==> src/rtl/baud_gen_frac.sv <==
// Fractional baud generator: oversample tick every (div_int+1+div_frac/2^FRAC_W) clocks plus mid-bit and bit-end ticks.
// Optional BAUD_GEN_SHADOW_EN: divisor loads are staged and committed at the next bit boundary instead of clearing the counters.
module baud_gen_frac #(
    parameter int DIV_W       = 16,
    parameter int FRAC_W      = 4,
    parameter int OVERSAMPLE  = 16,
    parameter int DEFAULT_DIV = 0
) (
    input  logic              clk,
    input  logic              reset,
    input  logic              en,
    input  logic              load,
    input  logic [DIV_W-1:0]  div_int,
    input  logic [FRAC_W-1:0] div_frac,
    input  logic              sync_clr,
    output logic              tick,
    output logic              mid_tick,
    output logic              bit_tick
);
    localparam int OS_W = $clog2(OVERSAMPLE);

    logic [DIV_W:0]    cnt;
    logic [DIV_W:0]    limit;
    logic [FRAC_W-1:0] facc;
    logic [FRAC_W:0]   facc_sum;
    logic              stretch;
    logic [OS_W-1:0]   os_cnt;
    logic [DIV_W-1:0]  act_int;
    logic [FRAC_W-1:0] act_frac;
    logic              terminal;
    logic              at_bit_end;
    logic              at_mid;
    logic              clr;

    // One extra bit so an all-ones divisor plus a stretch cycle cannot wrap.
    assign limit      = {1'b0, act_int} + {{DIV_W{1'b0}}, stretch};
    assign facc_sum   = {1'b0, facc} + {1'b0, act_frac};
    assign terminal   = (cnt == limit);
    assign at_bit_end = (os_cnt == OS_W'(OVERSAMPLE - 1));
    assign at_mid     = (os_cnt == OS_W'(OVERSAMPLE / 2 - 1));

`ifdef BAUD_GEN_SHADOW_EN
    logic [DIV_W-1:0]  shd_int;
    logic [FRAC_W-1:0] shd_frac;
    logic              pending;
    logic              commit;

    assign clr    = sync_clr;
    assign commit = en && !sync_clr && terminal && at_bit_end;

    always_ff @(posedge clk or posedge reset) begin
        if (reset) begin
            shd_int  <= DIV_W'(DEFAULT_DIV);
            shd_frac <= '0;
            pending  <= 1'b0;
            act_int  <= DIV_W'(DEFAULT_DIV);
            act_frac <= '0;
        end else begin
            if (commit && pending) begin
                act_int  <= shd_int;
                act_frac <= shd_frac;
            end
            // A load landing on the commit edge stays pending for the next bit.
            if (load) begin
                shd_int  <= div_int;
                shd_frac <= div_frac;
                pending  <= 1'b1;
            end else if (commit) begin
                pending  <= 1'b0;
            end
        end
    end
`else
    assign clr = sync_clr | load;

    always_ff @(posedge clk or posedge reset) begin
        if (reset) begin
            act_int  <= DIV_W'(DEFAULT_DIV);
            act_frac <= '0;
        end else if (load) begin
            act_int  <= div_int;
            act_frac <= div_frac;
        end
    end
`endif

    always_ff @(posedge clk or posedge reset) begin
        if (reset) begin
            cnt      <= '0;
            facc     <= '0;
            stretch  <= 1'b0;
            os_cnt   <= '0;
            tick     <= 1'b0;
            mid_tick <= 1'b0;
            bit_tick <= 1'b0;
        end else if (clr) begin
            cnt      <= '0;
            facc     <= '0;
            stretch  <= 1'b0;
            os_cnt   <= '0;
            tick     <= 1'b0;
            mid_tick <= 1'b0;
            bit_tick <= 1'b0;
        end else if (!en) begin
            tick     <= 1'b0;
            mid_tick <= 1'b0;
            bit_tick <= 1'b0;
        end else if (terminal) begin
            // The fractional carry lengthens only the period that follows.
            cnt      <= '0;
            facc     <= facc_sum[FRAC_W-1:0];
            stretch  <= facc_sum[FRAC_W];
            os_cnt   <= os_cnt + OS_W'(1);
            tick     <= 1'b1;
            mid_tick <= at_mid;
            bit_tick <= at_bit_end;
        end else begin
            cnt      <= cnt + (DIV_W + 1)'(1);
            tick     <= 1'b0;
            mid_tick <= 1'b0;
            bit_tick <= 1'b0;
        end
    end
endmodule

==> config.mk <==
export PLATFORM = sky130hd
export DESIGN_NAME = baud_gen_frac
export DESIGN_NICKNAME = d
export VERILOG_FILES = /design/src/rtl/baud_gen_frac.sv
export SDC_FILE = /design/constraint.sdc
export NUM_CORES = 1
export LEC_CHECK = 0
export CAP_MARGIN = 20
export CELL_PAD_IN_SITES_DETAIL_PLACEMENT = 0
export CELL_PAD_IN_SITES_GLOBAL_PLACEMENT = 1
export CORE_MARGIN = 2
export CORE_UTILIZATION = 49
export CTS_CLUSTER_SIZE = 30
export DETAILED_ROUTE_END_ITERATION = 6
export HOLD_SLACK_MARGIN = 0.02
export PLACE_DENSITY_LB_ADDON = 0.1
export SLEW_MARGIN = 0
export SYNTH_ARGS = -nofsm -noshare
export SYNTH_HDL_FRONTEND = slang
export SYNTH_SLANG_ARGS = --single-unit
==> constraint.sdc <==
create_clock -name clk -period 5.6 [get_ports clk]
set_input_delay 1.12 -clock clk [delete_from_list [all_inputs] [get_ports clk]]
set_output_delay 1.12 -clock clk [all_outputs]
set_load 0.1 [all_outputs]
==> key figures <==
Status
  • Status: finished clean

Drt
  • Drt first pass iters: 4
  • Final ANT Viol Nets: 0
  • Final WL: 6020 µm
  • DRC: 0
  • Wire per inst: 15.6 µm
  • Vias: 2160
  • Routed vias/inst: 5.61
  • Initial DRC count: 101

Clock network
  • CTS root buf: clkbuf_8
  • Clock Pin Slew Worst Setup and Hold Paths: 100 ps
  • CTS H-tree depth: 2
  • Deepest clock path buffer count: 2
  • CTS tree: yes
  • CTS buffer count: 5
  • Total clock sinks: 49
  • Hold buffers post-CTS: 0
  • Setup bufs post-CTS: 0
  • Post-cts sizing count: 0
  • Clk_lat worst skew: 310 ps

Global route
  • Largest net degree at the start of global routing: 50
  • GRT Total Usage: 19.8%
  • Vias in the first global route: 2061
  • Total gr overflow: 0
  • First-pass GRT wire length: 9960 µm
  • Initial antenna violation count: 0

Job
  • Max Cap Viol: 0

Logic synthesis
  • Cell variety after synth: 54
  • Yosys reg bits: 49
  • EDFF count, synth: 0
  • Top_reg_cell synth: dfrtp_1
  • Cell taking the most area after synthesis: dfrtp_1
  • Mapped Area: 0.00296 mm²
  • Syn Inst Count: 287
  • Sequential share of the synthesized area: 41.5%
  • Average size of a mapped cell: 10.3 µm²
  • Top post-synthesis cells by area: dfrtp_1 41%, mux2_2 6.9%, xnor2_1 5.6%, xor2_1 4.1%, nand2_1 3.4%
  • Asr flop ratio synth: 100%
  • Top-area cell type share of the netlist area: 41.5%
  • Syn_nets: 321
  • Yosys Warn Count: 0

Cells and area
  • N_diodes: 0
  • Final nets: 343
  • Layout cells sized above 1: 13.2%
  • Synthesis-to-layout area growth: 13.9%

Timing
  • Fin crit share: 53.2%
  • Hold Vio Cnt, Final: 0
  • Setup Viol. Count Final: 0
  • Total negative slack: 0 ps
  • RSZ-0062 raised after global routing: false
  • Max transition margin: 35.6%
  • Skew final: 14.3 ps
  • Fmax: 0.335 GHz
  • Slew Viols, Final: 0
  • Min Tclk post-route: 2980 ps
  • Worst Tran Pin Value: 962 ps

Placement
  • Final GP Congestion: 0.755
  • Number of buffers added on ports: 27
  • Detailed Place HPWL: 4280 µm

Worst setup path
  • Setup CP Type: reg -> reg
  • Critical Path AT: 3220 ps
  • R2r setup slk: 2620 ps
  • Reg-to-reg startpoint: stretch
  • Crit path capture type: flip-flop
  • Reg2reg path depth: 8
  • Worst path required time: 5840 ps
  • Reg-to-Reg End: facc[0]
  • Worst Setup Start Kind: flip-flop
  • Max FO, Critical Path: 21

Worst hold path
  • Hold WC Path Type: reg -> reg
  • Hold Startpoint: os_cnt[3]
  • WHS Endpoint: mid_tick
  • Worst Hold Path Cells: 1

Die
  • Ports: 28
  • Die H: 81.7 µm
  • Rows: 28
  • Core area: 0.00589 mm²
  • Initial Util: 50.2%
  • Chip width: 81.7 µm
  • Die area: 0.00667 mm²

Power and ir drop
  • Leak Pwr: 1.33 nW
  • Maximum VDD drop: 0.000123 V
  • Design Power: 0.700 mW
  • PwrDens: 208 mW/mm²
-- sequential cells by signal (all words and copies together) (netlist names) --
register	count
cnt	17
act_int	16
act_frac	4
facc	4
os_cnt	4
bit_tick	1
mid_tick	1
stretch	1
tick	1
-- Yosys cell counts (3+ instances only) --
cell type	n
a21oi_1	4
and3_1	10
buf_4	3
clkbuf_1	9
dfrtp_1	49
ha_1	8
inv_1	4
mux2_2	18
mux2i_1	8
nand2_1	27
nand2b_1	5
nand3_1	6
nand4_1	11
nor2_1	9
nor2b_1	6
nor3_1	16
nor3b_1	3
nor4_1	5
o211ai_1	3
o21ai_0	5
or3_1	5
xnor2_1	19
xor2_1	14
-- worst max path at each step --
stage	startpoint	endpoint	slack, ps	depth (start not counted)
after floorplan	stretch	os_cnt[0]	3090	9
after global placement	load	cnt[13]	2520	8
after detailed placement	load	cnt[16]	2480	8
after CTS	stretch	facc[0]	2590	8
after global routing	stretch	os_cnt[1]	2460	8
final	stretch	facc[0]	2620	8
-- metrics by stage --
| stage | hold WS (ps) | cell area (µm²) | instances | setup slack, ps | utilization, % |
|---|---|---|---|---|---|
| 3_5_place_dp | 496 | 3250 | 376 | 2480 | 55.3 |
| 6_report | 506 | 3370 | 385 | 2620 | 57.2 |
| 3_3_place_gp | 475 | 3250 | 376 | 2520 | 55.3 |
| 4_1_cts | 510 | 3350 | 384 | 2590 | 56.8 |
| 5_1_grt | 531 | 3370 | 385 | 2460 | 57.2 |
| 2_1_floorplan | 450 | 2960 | 287 | 3090 | - |
-- cell type report --
cell class	count	area [µm²]
timing repair buffer	29	298
fill	539	2520
multi-input combinational	220	1640
clock buffer	5	68.8
inverter	4	15.0
clock inverter	3	22.5
tap	75	93.8
sequential	49	1230
-- critical path, stage by stage, from the launching register on --
cell and delay [ps]:
dfrtp_1 390, ha_1 200, ha_1 250, nand3_1 240, or4_1 550, and4_4 170
a311oi_2 390, and4_4 500, mux2i_1 220
-- cells by family (layout without fill, tap and decap cells) --
group,after synthesis,in the layout,synth area share (%)
simple gates,119,119,22.8
fa+ha+maj,9,9,4.06
xor+xnor,34,34,10.5
flops,49,49,41.5
compound gates,32,32,8.59
mux,26,26,9.57
buf+inv,18,41,2.96
-- metal layers --
layer / GRT usage (%) / wire length, µm / vias up
li1: - / - / 1094
met1: 28.3 / 3040 / 1026
met2: 30.6 / 2700 / 33
met3: 3.74 / 186 / 7
met4: 6.17 / 98 / 0
met5: 0 / 0 / -
-- report_power, final --
group / internal (mW) / leakage [nW] / switching (mW)
combinational: 0.0524 / 0.644 / 0.0436
sequential: 0.368 / 0.640 / 0.0215
clock: 0.0888 / 0.0481 / 0.125
-- cell usage in the layout (no fill, tap or decap), types with 9 or more instances in the layout --
cell,instances
nor2_1,9
nor3_1,16
mux2_2,18
and3_1,10
nand4_1,11
xor2_1,14
nand2_1,27
clkdlybuf4s50_1,27
dfrtp_1,49
xnor2_1,19
(Power assumes the default switching activity.)
